==> src/rtl/if_prefetch_unit_pkg.sv <==
// Shared types and constants for the instruction-fetch prefetch unit.
package if_prefetch_unit_pkg;

    localparam int INSTR_W = 32;
    localparam int ADDR_W  = 32;

    localparam logic [ADDR_W-1:0] RESET_PC_DEFAULT = 32'h0000_0000;
    localparam logic [ADDR_W-1:0] PC_INC           = 32'd4;

    typedef struct packed {
        logic [INSTR_W-1:0] instr;
        logic [ADDR_W-1:0]  pc_add4;
    } fetch_entry_t;

    // Fetch addresses are always word aligned; low bits of a target are discarded.
    function automatic logic [ADDR_W-1:0] word_align(input logic [ADDR_W-1:0] addr);
        return {addr[ADDR_W-1:2], 2'b00};
    endfunction

endpackage

==> src/rtl/if_prefetch_unit_if.sv <==
// Instruction-memory request/response channel between the prefetch unit and the memory.
interface if_prefetch_unit_if;
    import if_prefetch_unit_pkg::*;

    logic               imem_req_o;
    logic [ADDR_W-1:0]  imem_addr_o;
    logic               imem_gnt_i;
    logic               imem_rvalid_i;
    logic [INSTR_W-1:0] imem_rdata_i;

    modport master (
        output imem_req_o,
        output imem_addr_o,
        input  imem_gnt_i,
        input  imem_rvalid_i,
        input  imem_rdata_i
    );

    modport slave (
        input  imem_req_o,
        input  imem_addr_o,
        output imem_gnt_i,
        output imem_rvalid_i,
        output imem_rdata_i
    );

endinterface

==> src/rtl/if_prefetch_unit_fetch_fifo.sv <==
// Synchronous FIFO with flush; a pop frees its slot for a push in the same cycle, even when full.
module fetch_fifo #(
    parameter  int WIDTH = 32,
    parameter  int DEPTH = 4,
    localparam int PTR_W = $clog2(DEPTH),
    localparam int CNT_W = PTR_W + 1
) (
    input  logic             clk_i,
    input  logic             rst_i,
    input  logic             flush_i,
    input  logic             push_i,
    input  logic [WIDTH-1:0] data_i,
    input  logic             pop_i,
    output logic [WIDTH-1:0] data_o,
    output logic             full_o,
    output logic             empty_o,
    output logic [CNT_W-1:0] count_o
);

    logic [WIDTH-1:0] mem_q [DEPTH];
    logic [PTR_W-1:0] wr_ptr_q, wr_ptr_d;
    logic [PTR_W-1:0] rd_ptr_q, rd_ptr_d;
    logic [CNT_W-1:0] count_q, count_d;
    logic             push_ok_s;
    logic             pop_ok_s;

    // Status flags, accepted operations and next pointer/count state.
    always_comb begin
        empty_o   = (count_q == {CNT_W{1'b0}});
        full_o    = (count_q == CNT_W'(DEPTH));
        count_o   = count_q;
        data_o    = mem_q[rd_ptr_q];
        pop_ok_s  = pop_i && !empty_o;
        push_ok_s = push_i && (!full_o || pop_ok_s);
        wr_ptr_d  = wr_ptr_q;
        rd_ptr_d  = rd_ptr_q;
        count_d   = count_q;
        if (flush_i) begin
            wr_ptr_d = {PTR_W{1'b0}};
            rd_ptr_d = {PTR_W{1'b0}};
            count_d  = {CNT_W{1'b0}};
        end else begin
            if (push_ok_s) begin
                wr_ptr_d = wr_ptr_q + PTR_W'(1);
            end else begin
                wr_ptr_d = wr_ptr_q;
            end
            if (pop_ok_s) begin
                rd_ptr_d = rd_ptr_q + PTR_W'(1);
            end else begin
                rd_ptr_d = rd_ptr_q;
            end
            case ({push_ok_s, pop_ok_s})
                2'b10:   count_d = count_q + CNT_W'(1);
                2'b01:   count_d = count_q - CNT_W'(1);
                default: count_d = count_q;
            endcase
        end
    end

    // Pointer and occupancy registers.
    always_ff @(posedge clk_i) begin
        if (!rst_i) begin
            wr_ptr_q <= {PTR_W{1'b0}};
            rd_ptr_q <= {PTR_W{1'b0}};
            count_q  <= {CNT_W{1'b0}};
        end else begin
            wr_ptr_q <= wr_ptr_d;
            rd_ptr_q <= rd_ptr_d;
            count_q  <= count_d;
        end
    end

    // Storage write; contents need no reset because occupancy gates every read.
    always_ff @(posedge clk_i) begin
        if (push_ok_s && !flush_i) begin
            mem_q[wr_ptr_q] <= data_i;
        end
    end

endmodule

==> src/rtl/if_prefetch_unit.sv <==
// Instruction-fetch front end: owns the PC, issues credit-limited word fetches and
// buffers returned instructions with their PC+4 for the IF/ID register.
module if_prefetch_unit
    import if_prefetch_unit_pkg::*;
#(
    parameter int                FIFO_DEPTH = 4,
    parameter logic [ADDR_W-1:0] RESET_PC   = RESET_PC_DEFAULT
) (
    input  logic                clk_i,
    input  logic                rst_i,
    if_prefetch_unit_if.master  imem,
    input  logic                redirect_i,
    input  logic [ADDR_W-1:0]   redirect_pc_i,
    input  logic                stall_i,
    output logic                if_valid_o,
    output logic [INSTR_W-1:0]  if_instr_o,
    output logic [ADDR_W-1:0]   if_pc_add4_o
);

    localparam int CNT_W = $clog2(FIFO_DEPTH) + 1;

    logic [ADDR_W-1:0] pc_q, pc_d;
    logic [CNT_W-1:0]  outstanding_q, outstanding_d;
    logic [CNT_W-1:0]  discard_q, discard_d;

    logic [CNT_W-1:0]  data_count_s;
    logic              data_full_s;
    logic              data_empty_s;
    logic [CNT_W-1:0]  tag_count_s;
    logic              tag_full_s;
    logic              tag_empty_s;
    logic [ADDR_W-1:0] tag_head_s;
    fetch_entry_t      head_s;
    fetch_entry_t      enq_entry_s;

    logic [CNT_W:0]    credit_sum_s;
    logic              req_s;
    logic              issue_s;
    logic              keep_rsp_s;
    logic              data_push_s;
    logic              data_pop_s;
    logic              unused_s;

    // Issue/credit, response routing, dequeue and next-state of pc/outstanding/discard.
    always_comb begin
        // Buffered plus in-flight words never exceed the FIFO depth, so every response has a slot.
        credit_sum_s = {1'b0, data_count_s} + {1'b0, outstanding_q};
        req_s        = rst_i && !redirect_i && !tag_full_s
                       && (credit_sum_s < (CNT_W+1)'(FIFO_DEPTH));
        issue_s      = req_s && imem.imem_gnt_i;
        keep_rsp_s   = imem.imem_rvalid_i && (discard_q == {CNT_W{1'b0}}) && !tag_empty_s;

        if_valid_o   = !data_empty_s && !redirect_i;
        data_pop_s   = if_valid_o && !stall_i;
        data_push_s  = keep_rsp_s && !redirect_i && (!data_full_s || data_pop_s);

        enq_entry_s.instr   = imem.imem_rdata_i;
        enq_entry_s.pc_add4 = tag_head_s + PC_INC;

        imem.imem_req_o  = req_s;
        imem.imem_addr_o = pc_q;

        if (if_valid_o) begin
            if_instr_o   = head_s.instr;
            if_pc_add4_o = head_s.pc_add4;
        end else begin
            if_instr_o   = {INSTR_W{1'b0}};
            if_pc_add4_o = {ADDR_W{1'b0}};
        end

        if (redirect_i) begin
            pc_d = word_align(redirect_pc_i);
        end else if (issue_s) begin
            pc_d = pc_q + PC_INC;
        end else begin
            pc_d = pc_q;
        end

        if (issue_s && !imem.imem_rvalid_i) begin
            outstanding_d = outstanding_q + CNT_W'(1);
        end else if (!issue_s && imem.imem_rvalid_i) begin
            outstanding_d = outstanding_q - CNT_W'(1);
        end else begin
            outstanding_d = outstanding_q;
        end

        // On redirect every word still in flight becomes stale, including earlier discards.
        if (redirect_i) begin
            if (imem.imem_rvalid_i) begin
                discard_d = outstanding_q - CNT_W'(1);
            end else begin
                discard_d = outstanding_q;
            end
        end else if (imem.imem_rvalid_i && (discard_q != {CNT_W{1'b0}})) begin
            discard_d = discard_q - CNT_W'(1);
        end else begin
            discard_d = discard_q;
        end

        unused_s = ^tag_count_s;
    end

    // PC and response bookkeeping registers.
    always_ff @(posedge clk_i) begin
        if (!rst_i) begin
            pc_q          <= RESET_PC;
            outstanding_q <= {CNT_W{1'b0}};
            discard_q     <= {CNT_W{1'b0}};
        end else begin
            pc_q          <= pc_d;
            outstanding_q <= outstanding_d;
            discard_q     <= discard_d;
        end
    end

    fetch_fifo #(
        .WIDTH (INSTR_W + ADDR_W),
        .DEPTH (FIFO_DEPTH)
    ) u_data_fifo (
        .clk_i   (clk_i),
        .rst_i   (rst_i),
        .flush_i (redirect_i),
        .push_i  (data_push_s),
        .data_i  (enq_entry_s),
        .pop_i   (data_pop_s),
        .data_o  (head_s),
        .full_o  (data_full_s),
        .empty_o (data_empty_s),
        .count_o (data_count_s)
    );

    // Request PCs of kept (non-discarded) fetches, in issue order.
    fetch_fifo #(
        .WIDTH (ADDR_W),
        .DEPTH (FIFO_DEPTH)
    ) u_tag_fifo (
        .clk_i   (clk_i),
        .rst_i   (rst_i),
        .flush_i (redirect_i),
        .push_i  (issue_s),
        .data_i  (pc_q),
        .pop_i   (keep_rsp_s),
        .data_o  (tag_head_s),
        .full_o  (tag_full_s),
        .empty_o (tag_empty_s),
        .count_o (tag_count_s)
    );

endmodule

==> src/flat_wrapper.sv <==
// flat-port wrapper written by rule: the top's interface ports become plain ports
module if_prefetch_unit_flat import if_prefetch_unit_pkg::*;
#(
    parameter int                FIFO_DEPTH = 4,
    parameter logic [ADDR_W-1:0] RESET_PC   = RESET_PC_DEFAULT
)
  (clk_i, rst_i, redirect_i, redirect_pc_i, stall_i, if_valid_o, if_instr_o, if_pc_add4_o, imem_imem_req_o, imem_imem_addr_o, imem_imem_gnt_i, imem_imem_rvalid_i, imem_imem_rdata_i);
  if_prefetch_unit_if imem_i ();
  input  logic clk_i;
  input  logic rst_i;
  input  logic redirect_i;
  input  logic [ADDR_W-1:0] redirect_pc_i;
  input  logic stall_i;
  output logic if_valid_o;
  output logic [INSTR_W-1:0] if_instr_o;
  output logic [ADDR_W-1:0] if_pc_add4_o;
  output wire logic [$bits(imem_i.imem_req_o)-1:0] imem_imem_req_o;
  output wire logic [$bits(imem_i.imem_addr_o)-1:0] imem_imem_addr_o;
  input wire logic [$bits(imem_i.imem_gnt_i)-1:0] imem_imem_gnt_i;
  input wire logic [$bits(imem_i.imem_rvalid_i)-1:0] imem_imem_rvalid_i;
  input wire logic [$bits(imem_i.imem_rdata_i)-1:0] imem_imem_rdata_i;
  assign imem_imem_req_o = imem_i.imem_req_o;
  assign imem_imem_addr_o = imem_i.imem_addr_o;
  assign imem_i.imem_gnt_i = imem_imem_gnt_i;
  assign imem_i.imem_rvalid_i = imem_imem_rvalid_i;
  assign imem_i.imem_rdata_i = imem_imem_rdata_i;
  if_prefetch_unit #(.FIFO_DEPTH(FIFO_DEPTH), .RESET_PC(RESET_PC)) u_core (.clk_i(clk_i), .rst_i(rst_i), .imem(imem_i), .redirect_i(redirect_i), .redirect_pc_i(redirect_pc_i), .stall_i(stall_i), .if_valid_o(if_valid_o), .if_instr_o(if_instr_o), .if_pc_add4_o(if_pc_add4_o));
endmodule
==> config.mk <==
export PLATFORM = sky130hd
export DESIGN_NAME = if_prefetch_unit_flat
export DESIGN_NICKNAME = d
export VERILOG_FILES = /design/src/rtl/if_prefetch_unit_pkg.sv /design/src/rtl/if_prefetch_unit_if.sv /design/src/rtl/if_prefetch_unit_fetch_fifo.sv /design/src/rtl/if_prefetch_unit.sv /design/src/flat_wrapper.sv
export SDC_FILE = /design/constraint.sdc
export NUM_CORES = 1
export LEC_CHECK = 0
export CAP_MARGIN = 20
export CORE_MARGIN = 2
export CORE_UTILIZATION = 45
export DETAILED_ROUTE_END_ITERATION = 6
export PLACE_DENSITY = 0.65
export SLEW_MARGIN = 20
export SYNTH_ARGS = -nofsm -noshare
export SYNTH_HDL_FRONTEND = slang
export SYNTH_SLANG_ARGS = --single-unit
==> constraint.sdc <==
create_clock -name clk_i -period 4.2 [get_ports clk_i]
set_input_delay 0.84 -clock clk_i [delete_from_list [all_inputs] [get_ports clk_i]]
set_output_delay 0.84 -clock clk_i [all_outputs]
set_load 0.01 [all_outputs]
# Word-level counts from Yosys, hierarchy flattened
# Memories as Yosys holds them, arrays and structs flattened. A register that Yosys moved wholly into a read port is not among the register bits.
# Index checks and enable logic that the tools add are counted.
# op_classes
n_lt_le_gt_ge	1
n_addsub	14
n_reduce_logical	40
n_eq_ne	6
div_mod_pow	0
n_mux	19
multipliers	0
shift	0
bitwise_logic	1
# ops
cell	n
two-way mux 32 bit	4
adder 32 x 3 -> 32 bit (second input constant)	2
logical AND 1 bit	19
two-way mux 3 bit	5
one-hot mux 3 bit (2 select lines)	2
subtractor 3 x 1 -> 3 bit (second input constant)	4
nonzero test 2 bit	5
adder 3 x 1 -> 3 bit (second input constant)	3
zero test 3 bit	3
adder 2 x 1 -> 2 bit (second input constant)	4
zero test 1 bit	8
two-way mux 2 bit	4
== test 3 bit (second input constant)	2
adder 3 x 3 -> 4 bit	1
== test 2 x 1 -> 1 bit (second input constant)	2
== test 2 bit (second input constant)	2
< comparator 4 x 3 -> 1 bit (second input constant)	1
two-way mux 1 bit	4
logical OR 1 bit	3
nonzero test 3 bit	1
OR reduction 2 bit	1
NOT 1 bit	1
# word_totals
latchBits	0
reg_bits	52
mem_bits_rw	384
memories	2
rom_bits	0
out_inout_bits	98
# memory_table
name	words	word_bits	rd	rd_clocked_by_memory_dff	wr	line	text
u_core.u_data_fifo.mem_q	4	64	1	1	1	if_prefetch_unit_fetch_fifo.sv:20	logic [WIDTH-1:0] mem_q [DEPTH];
u_core.u_tag_fifo.mem_q	4	32	1	1	1	if_prefetch_unit_fetch_fifo.sv:20	

# Logic depth before layout (Yosys ltp)
# Gate-level depths: netlist of the first run.
# logic_depth
word_depth	10
depth_mapped	13

# Cells and area by module
# A second synthesis of the first run with hierarchy kept.
# unflattened
cells_unflattened	1067
area_unflattened_um2	18129.9
# by_module_without_submodules
module	cells_each	seq_area_each_um2	area_each_um2	n_inst
fetch_fifo at u_core.u_data_fifo	404	7867.5	9830.7	1
fetch_fifo at u_core.u_tag_fifo	234	4023.9	5168.7	1
if_prefetch_unit	429	720.7	3130.5	1

# Worst setup path before layout of the first run
# OpenSTA, ideal clock, no wires.
# synth_timing
path_kind	input port to flip-flop
from	input imem_imem_rvalid_i
to	memory u_core.u_data_fifo.mem_q[0][10] (netlist name), enable pin
path_slack_ns	0.769
cell_stages	3
arrival_ns	3.004
n_path_buf	0
required_time_ns	3.773
cell_sequence	inv_1 nor4_2 and3_1
# synth_via
elab_chain_cells	8
# synth_lines
item	line	text
start, declared	flat_wrapper.sv:20	input wire logic [$bits(imem_i.imem_rvalid_i)-1:0] imem_imem_rvalid_i;
logical AND 1 bit (2 in a row)	if_prefetch_unit.sv:51	keep_rsp_s = imem.imem_rvalid_i && (discard_q == {CNT_W{1'b0}}) && !tag_empty_s;
logical AND 1 bit (2 in a row)	if_prefetch_unit.sv:55	data_push_s = keep_rsp_s && !redirect_i && (!data_full_s || data_pop_s);
logical AND 1 bit	if_prefetch_unit_fetch_fifo.sv:34	push_ok_s = push_i && (!full_o || pop_ok_s);
logical AND 1 bit	if_prefetch_unit_fetch_fifo.sv:76	if (push_ok_s && !flush_i) begin
two-way mux 1 bit	if_prefetch_unit_fetch_fifo.sv:76	
two-way mux 1 bit (not written as such)	if_prefetch_unit_fetch_fifo.sv:77	mem_q[wr_ptr_q] <= data_i;
end, declared	if_prefetch_unit_fetch_fifo.sv:20	
# Every way passes these cells.

# Worst setup path after layout of the first run
# layout_timing
from	input redirect_i
to	output imem_imem_req_o
# layout_via
elab_chain_cells	4
# layout_lines
item	line	text
start, declared	flat_wrapper.sv:11	input logic redirect_i;
zero test 1 bit	if_prefetch_unit.sv:48	req_s = rst_i && !redirect_i && !tag_full_s
logical AND 1 bit (2 in a row)	if_prefetch_unit.sv:48	
logical AND 1 bit	if_prefetch_unit.sv:49	&& (credit_sum_s < (CNT_W+1)'(FIFO_DEPTH));
end, declared	flat_wrapper.sv:17	output wire logic [$bits(imem_i.imem_req_o)-1:0] imem_imem_req_o;
# Every way passes these cells.

==> metrics.csv, run 1 <==
stage;metric;value;unit
status;outcome;completed;
grt;first-pass GRT wire length;55800;um
timing;minimum period implied by the final worst setup slack;3636;ps
cts;clock-pin transition on the worst setup and hold timing paths;60;ps
place;number of I/O port buffers;161;
timing;Worst slew margin;41.59;%
layout;nets;1315;
place;placed standard-cell area;0.01988;mm^2
die;Starting Density;45.90;%
cts;Setup Buffers After CTS;0;
setup_path;endpoint class of the critical path;output port;
logic_synthesis;average size of a mapped cell;17.00;um^2
pwr;peak supply drop;0.2487;mV
setup_path;depth of the most critical reg-to-reg path;6;
grt;antenna violations before repair;0;
logic_synthesis;Yosys top cell by area;sky130_fd_sc_hd__edfxtp_1;
timing;post-route setup slack;564.2;ps
layout;final design instance area without fill;0.02130;mm^2
route;detailed-router iteration count before antenna repair;5;
timing;Final setup viols;0;
route;DR DRC count;0;
grt;maximum number of pins on one net before global-route repair;64;
setup_path;worst setup path category;input port to output port;
grt;GRT Util Overall;17.60;%
cts;number of hold buffers added after cts;0;
timing;Slew @ Worst Pin;870.8;ps
cts;quantity of gates resized following cts;0;
cts;deepest clock path buffer count;3;
route;Routed Wire Length;35300;um
timing;Setup Total Neg Slack;0;ps
route;Vias/cell;5.450;
logic_synthesis;proportion of synthesized chip area in sequential cells;69.85;%
route;post-detailed-route wirelength per cell;19.97;um
logic_synthesis;Mapped Cells;1022;
pwr;Final Power;0.008780;W
logic_synthesis;async set-reset flop share out of synthesis;0;%
cts;clock tree from TritonCTS;done;
die;die boundary height;200.5;um
pwr;Pwr per Cell Area;412.2;mW/mm^2
layout;share of post-route cells with drive strength above 1;16.79;%
setup_path;required time at the worst-slack endpoint;3360;ps
setup_path;startpoint of the most critical setup path;redirect_i;
place;pre-CTS setup slack;568.1;ps
timing;fin crit share;86.57;%
logic_synthesis;Netlist cell types;59;
grt;via count of the first global-routing pass;9794;
flow_run;max-cap viol count;0;
layout;ANT cells;0;
timing;setup repair after global routing missed its margin;no;
timing;count of pins over their slew limit;0;
worst_hold_path;min-delay worst type;flop to flop;
logic_synthesis;top cells by area, synth;sky130_fd_sc_hd__edfxtp_1 64%, sky130_fd_sc_hd__mux4_2 12%, sky130_fd_sc_hd__dfxtp_1 6.2%, sky130_fd_sc_hd__and2_1 2.5%, sky130_fd_sc_hd__xnor2_1 1.5%;
timing;number of endpoints with negative hold slack in the final report;0;
setup_path;R2R setup slack;1280;ps
logic_synthesis;number of synthesized register bits;422;
cts;clock insertion delay at the later pin of the skew report;560;ps
die;number of ports placed on the die boundary;168;
timing;highest clock rate;275.0;MHz
route;number of DRC violations after detailed-routing iteration 0;619;
route;Antenna Nets Post-Route;0;
die;die outline area;0.04019;mm^2
die;standard cell core area;0.03784;mm^2
logic_synthesis;number of flops mapped to enable cells by yosys;368;
route;via count;9636;
cts;Root Buffer;sky130_fd_sc_hd__clkbuf_16;
cts;clock buffers created by TritonCTS;44;
place;HPWL after DPL;23480;um
timing;worst-case clock skew;28.14;ps
setup_path;CP Data Arrival Time;2800;ps
cts;# clock sinks;422;
logic_synthesis;netlist area before placement;0.01737;mm^2
logic_synthesis;Most used DFF post-synth;sky130_fd_sc_hd__edfxtp_1;
die;cell row count;71;
die;die width;200.5;um
layout;most used cells in the layout excluding fill and tap cells;368 x sky130_fd_sc_hd__edfxtp_1, 161 x sky130_fd_sc_hd__clkdlybuf4s50_1, 92 x sky130_fd_sc_hd__mux4_2;
pwr;leakage power of the design;6.800;nW
layout;commonest non-fill, non-tap cell in the layout;sky130_fd_sc_hd__edfxtp_1;
setup_path;end of the worst register-to-register path;u_core.u_data_fifo.mem_q[3][26];
logic_synthesis;number of warnings reported in the yosys synthesis log;0;
cts;number of H-tree levels;2;
setup_path;nature of the critical path startpoint;input port;
place;weighted congestion reported at the end of routability-driven placement;0.8108;
layout;fill cell count;2978;
layout;area growth from synthesis to layout;22.63;%
setup_path;CP max FO;16;
logic_synthesis;fraction of post-synthesis cell area in the top cell type by area;63.62;%
grt;grt ovf;0;
layout;final design utilization;56.28;%
setup_path;Critical Path End;imem_imem_req_o;
## power by group
group	internal [W]	leakage [nW]	switching [W]	total (W)
combinational	0.000167	2.35	0.000166	0.000333
clock	0.00225	0.680	0.00153	0.00379
sequential	0.00460	3.77	0.0000669	0.00466
total	0.00701	6.80	0.00177	0.00878
## cells by family after synthesis
kind of cell,count (synthesis),share of synthesized area [%]
adders and majority gates,21,1.599
xor gates and xnor gates,49,2.471
and+or+nand+nor,270,8.781
muxes,95,12.11
other,1,0.02159
buffers and inverters,74,1.844
DFF,422,69.85
AOI/OAI and AO/OA,90,3.328
## area by class of cell
type / count / area, um^2 / share of cell area, %
inverters: 25 / 93.84 / 0.4406
well taps: 511 / 639.4 / 3.002
clock buffers: 63 / 1246 / 5.851
repair buffers: 202 / 2069 / 9.716
multi-input cells: 529 / 4941 / 23.20
clock inverters: 16 / 171.4 / 0.8048
flip-flops and latches: 422 / 12140 / 56.99
## state kept, by name, indices dropped and copies added (netlist names), named ones only
signal / cells
u_core.u_data_fifo.rd_ptr_q: 2
u_core.u_tag_fifo.count_o: 3
u_core.u_tag_fifo.wr_ptr_q: 2
u_core.outstanding_q: 3
u_core.u_tag_fifo.rd_ptr_q: 2
u_core.u_tag_fifo.mem_q: 120
u_core.u_data_fifo.count_o: 3
u_core.discard_q: 3
u_core.imem.imem_addr_o: 30
u_core.u_data_fifo.wr_ptr_q: 2
u_core.u_data_fifo.mem_q: 248
## per-stage QoR
step	instances	hold slack, ps
floorplan	1025	467.2
global placement	1689	488.0
detailed placement	1689	496.9
CTS	1768	508.0
global route	1768	545.9
finish	1768	508.0
## routing by layer
| layer | part of all wire, % | vias to the layer above | track usage, % |
|---|---|---|---|
| li1 | - | 4427 | - |
| met1 | 46 | 4838 | 25.24 |
| met2 | 46 | 317 | 28.20 |
| met3 | 5.3 | 54 | 2.890 |
| met4 | 2.1 | 0 | 4.735 |
| met5 | 0 | - | 0 |
## critical path, cell delays in order
cell	delay (ps)
sky130_fd_sc_hd__clkdlybuf4s50_1	510
sky130_fd_sc_hd__nor4b_2	300
sky130_fd_sc_hd__nand4b_1	240
sky130_fd_sc_hd__inv_2	300
sky130_fd_sc_hd__clkdlybuf4s50_1	600
## worst min-delay path by stage
| stage | startpoint | endpoint | slack [ps] | depth (start not counted) |
|---|---|---|---|---|
| after detailed placement | u_core.u_tag_fifo.wr_ptr_q[1] | u_core.u_tag_fifo.wr_ptr_q[1] | 500 | 2 |
| after CTS | u_core.u_tag_fifo.wr_ptr_q[1] | u_core.u_tag_fifo.wr_ptr_q[1] | 510 | 2 |
| after global routing | u_core.u_tag_fifo.wr_ptr_q[1] | u_core.u_tag_fifo.wr_ptr_q[1] | 550 | 2 |
| after floorplan | u_core.u_tag_fifo.count_o[2] | u_core.u_tag_fifo.count_o[2] | 470 | 2 |
| final | u_core.u_tag_fifo.wr_ptr_q[1] | u_core.u_tag_fifo.wr_ptr_q[1] | 510 | 2 |
| after global placement | u_core.u_tag_fifo.wr_ptr_q[1] | u_core.u_tag_fifo.wr_ptr_q[1] | 490 | 2 |
## Yosys cell counts (2+ instances only)
cell type / n
sky130_fd_sc_hd__a21oi_1: 20
sky130_fd_sc_hd__nand4_1: 14
sky130_fd_sc_hd__o211ai_1: 7
sky130_fd_sc_hd__buf_2: 13
sky130_fd_sc_hd__or3_1: 6
sky130_fd_sc_hd__or4_1: 10
sky130_fd_sc_hd__and3_1: 25
sky130_fd_sc_hd__buf_4: 7
sky130_fd_sc_hd__dfxtp_1: 54
sky130_fd_sc_hd__nand4b_1: 2
sky130_fd_sc_hd__buf_1: 4
sky130_fd_sc_hd__ha_1: 19
sky130_fd_sc_hd__a31oi_1: 15
sky130_fd_sc_hd__nand2_1: 42
sky130_fd_sc_hd__inv_1: 22
sky130_fd_sc_hd__nor2_1: 38
sky130_fd_sc_hd__a22oi_1: 6
sky130_fd_sc_hd__edfxtp_1: 368
sky130_fd_sc_hd__xor2_1: 19
sky130_fd_sc_hd__nor3_1: 10
sky130_fd_sc_hd__mux4_2: 92
sky130_fd_sc_hd__a311oi_1: 2
sky130_fd_sc_hd__mux2i_1: 2
sky130_fd_sc_hd__xnor2_1: 30
sky130_fd_sc_hd__and2_1: 70
sky130_fd_sc_hd__nor4_1: 6
sky130_fd_sc_hd__clkinv_1: 2
sky130_fd_sc_hd__o21ai_0: 19
sky130_fd_sc_hd__o311ai_0: 4
sky130_fd_sc_hd__a211oi_1: 8
sky130_fd_sc_hd__clkbuf_1: 25
sky130_fd_sc_hd__nand3_1: 33
sky130_fd_sc_hd__fa_1: 2
No activity file was read; power rests on OpenSTA's default activity.
==> inputs of run 2 (changes only) <==
--- a/config.mk
+++ b/config.mk
@@ -6,7 +6,7 @@
 export NUM_CORES = 1
 export LEC_CHECK = 0
 export CAP_MARGIN = 20
-export CORE_MARGIN = 2
+export CORE_MARGIN = 1.5
 export CORE_UTILIZATION = 45
 export DETAILED_ROUTE_END_ITERATION = 6
 export PLACE_DENSITY = 0.65
==> run 2 against run 1 <==
Effect of this change:
- count of clock-buffer cells in the layout is 7 lower
- non-clock buffer count is 7 lower
- clock skew is 3.6 ps lower
- total power is 2.5% higher
- maximum frequency is 1.3% higher
- critical endpoint unchanged
==> metrics.csv, run 2 (synthesis gave the netlist of run 1 again) <==
stage;metric;value;unit;change
status;outcome;completed;;unchanged
pwr;peak supply drop;0.2432;mV;was 0.2487 mV
setup_path;required time at the worst-slack endpoint;3360;ps;about the same
setup_path;worst path cell trace;clkdlybuf4s50_1, nor4b_2, nand4b_1, inv_2, clkdlybuf4s50_1;;unchanged
setup_path;kind of cell with the highest combined delay on the critical path;buffers and inverters;;unchanged
die;die outline area;0.03979;mm^2;was 0.04019 mm^2
cts;number of H-tree levels;2;;unchanged
place;HPWL after DPL;22600;um;was 23480 um
grt;first-pass GRT wire length;54470;um;was 55800 um
place;pre-CTS setup slack;584.5;ps;was 568.1 ps
cts;deepest clock path buffer count;3;;unchanged
layout;ANT cells;0;;unchanged
cts;clock tree from TritonCTS;done;;unchanged
timing;setup repair after global routing missed its margin;no;;unchanged
layout;most used cells in the layout excluding fill and tap cells;368 x sky130_fd_sc_hd__edfxtp_1, 161 x sky130_fd_sc_hd__clkdlybuf4s50_1, 92 x sky130_fd_sc_hd__mux4_2;;unchanged
place;number of I/O port buffers;161;;unchanged
grt;met3 global-route usage;3.190;%;was 2.890%
grt;GRT Util Overall;17.77;%;was 17.60%
setup_path;worst stage delay on the critical path;600;ps;about the same
setup_path;critical path's slowest cell;sky130_fd_sc_hd__clkdlybuf4s50_1;;unchanged
route;Antenna Nets Post-Route;0;;unchanged
setup_path;endpoint class of the critical path;output port;;unchanged
setup_path;CP max FO;16;;unchanged
die;Starting Density;45.90;%;unchanged
route;DR DRC count;0;;unchanged
timing;minimum period implied by the final worst setup slack;3591;ps;was 3636 ps
cts;Setup Buffers After CTS;0;;unchanged
layout;number of flip-flops in the largest register;248;;unchanged
pwr;leakage power of the design;6.832;nW;was 6.800 nW
route;Routed Wire Length;34720;um;was 35300 um
grt;met2 demand-to-capacity share in global routing;28.91;%;was 28.20%
timing;fin crit share;85.49;%;was 86.57%
cts;quantity of gates resized following cts;0;;unchanged
flow_run;max-cap viol count;0;;unchanged
cts;clock buffers created by TritonCTS;45;;was 44
timing;post-route setup slack;609.3;ps;was 564.2 ps
timing;worst-case clock skew;24.54;ps;was 28.14 ps
pwr;Pwr per Cell Area;420.7;mW/mm^2;was 412.2 mW/mm^2
grt;antenna violations before repair;0;;unchanged
die;cell row count;71;;unchanged
setup_path;nature of the critical path startpoint;input port;;unchanged
cts;clock-pin transition on the worst setup and hold timing paths;60;ps;about the same
timing;number of endpoints with negative hold slack in the final report;0;;unchanged
setup_path;CP Data Arrival Time;2750;ps;was 2800 ps
setup_path;worst setup path category;input port to output port;;unchanged
cts;# clock sinks;422;;unchanged
grt;global routing met1 resource utilization;25.30;%;was 25.24%
layout;final design utilization;56.52;%;was 56.28%
layout;share of post-route cells with drive strength above 1;17.29;%;was 16.79%
setup_path;Top cell by count, worst path;sky130_fd_sc_hd__clkdlybuf4s50_1;;unchanged
layout;register ranked first by flip-flop count;u_core.u_data_fifo.mem_q;;unchanged
worst_hold_path;min-delay worst type;flop to flop;;unchanged
setup_path;Crit path buffers/inverters;3;;unchanged
route;via count;9517;;was 9636
die;die boundary height;199.5;um;was 200.5 um
layout;nets;1309;;was 1315
route;Vias/cell;5.389;;was 5.450
layout;commonest non-fill, non-tap cell in the layout;sky130_fd_sc_hd__edfxtp_1;;unchanged
route;number of DRC violations after detailed-routing iteration 0;481;;was 619
die;standard cell core area;0.03784;mm^2;unchanged
layout;area growth from synthesis to layout;23.15;%;was 22.63%
timing;highest clock rate;278.5;MHz;was 275.0 MHz
timing;Setup Total Neg Slack;0;ps;unchanged
grt;maximum number of pins on one net before global-route repair;64;;unchanged
die;die width;199.5;um;was 200.5 um
place;weighted congestion reported at the end of routability-driven placement;0.8265;;was 0.8108
timing;Slew @ Worst Pin;818.2;ps;was 870.8 ps
cts;number of hold buffers added after cts;0;;unchanged
cts;Root Buffer;sky130_fd_sc_hd__clkbuf_16;;unchanged
timing;count of pins over their slew limit;0;;unchanged
grt;grt ovf;0;;unchanged
die;number of ports placed on the die boundary;168;;unchanged
route;detailed-router iteration count before antenna repair;5;;unchanged
grt;layer carrying the most global-route usage;met2;;unchanged
grt;via count of the first global-routing pass;9952;;was 9794
timing;Worst slew margin;45.12;%;was 41.59%
route;post-detailed-route wirelength per cell;19.66;um;was 19.97 um
timing;Final setup viols;0;;unchanged
cts;clock insertion delay at the later pin of the skew report;540;ps;was 560 ps
## run 2: cell count changes in the layout (fill, tap and decap cells not counted), moves of 2 or more
cell / delta
sky130_fd_sc_hd__bufinv_16: +3
sky130_fd_sc_hd__clkbuf_1: -7
sky130_fd_sc_hd__clkinv_4: +2
sky130_fd_sc_hd__clkinv_2: +5
sky130_fd_sc_hd__buf_4: -9
sky130_fd_sc_hd__buf_12: +2
## run 2: stage by stage
stage	power, W	instances	cell area [um^2]	hold WS [ps]
after floorplan	0.004892	1025	17380	467.2
after global placement	0.005071	1682	19850	485.7
after detailed placement	0.005080	1682	19850	494.8
after CTS	0.009089	1766	21390	503.1
after global routing	0.009286	1766	21390	532.6
final	0.008999	1766	21390	503.9
## run 2: final cells by class
type                       instances  area (um^2)
inverter                          25        93.84
clock buffer                      56         1220
fill                            2978        16450
clock inverter                    28        316.6
tap                              511        639.4
timing repair buffer             195         2042
multi-input combinational        529         4941
sequential                       422        12140
## run 2: tightest hold or removal path, delay by kind of cell, from the launching register on
family / cells / cell delay (ps)
simple gates: 1 / 60
compound gates: 1 / 60
flops: 1 / 340
## run 2: worst paths after layout
kind              cells after the start  slack (ps)                         endpoint                           from
setup / recovery                      5         610                  imem_imem_req_o                     redirect_i
hold / removal                        2         500    u_core.u_tag_fifo.wr_ptr_q[1]  u_core.u_tag_fifo.wr_ptr_q[1]
setup reg to reg                      6        1300  u_core.u_data_fifo.mem_q[0][28]                           flop
hold reg to reg                       2         500    u_core.u_tag_fifo.wr_ptr_q[1]  u_core.u_tag_fifo.wr_ptr_q[1]
## run 2: power breakdown
group	total [W]	switching, W	leakage [nW]	internal [W]
combinational	0.000333	0.000167	2.31	0.000166
clock	0.00400	0.00156	0.744	0.00245
sequential	0.00466	0.0000663	3.77	0.00459
total	0.00900	0.00179	6.83	0.00721
## run 2: routing by layer
metal  wire [um]  vias up  part of all wire (%)
met3        2212       41                   6.4
li1            -     4416                     -
met5           0        -                     0
met4         417        0                   1.2
met1       15950     4752                    46
met2       16140      308                    46
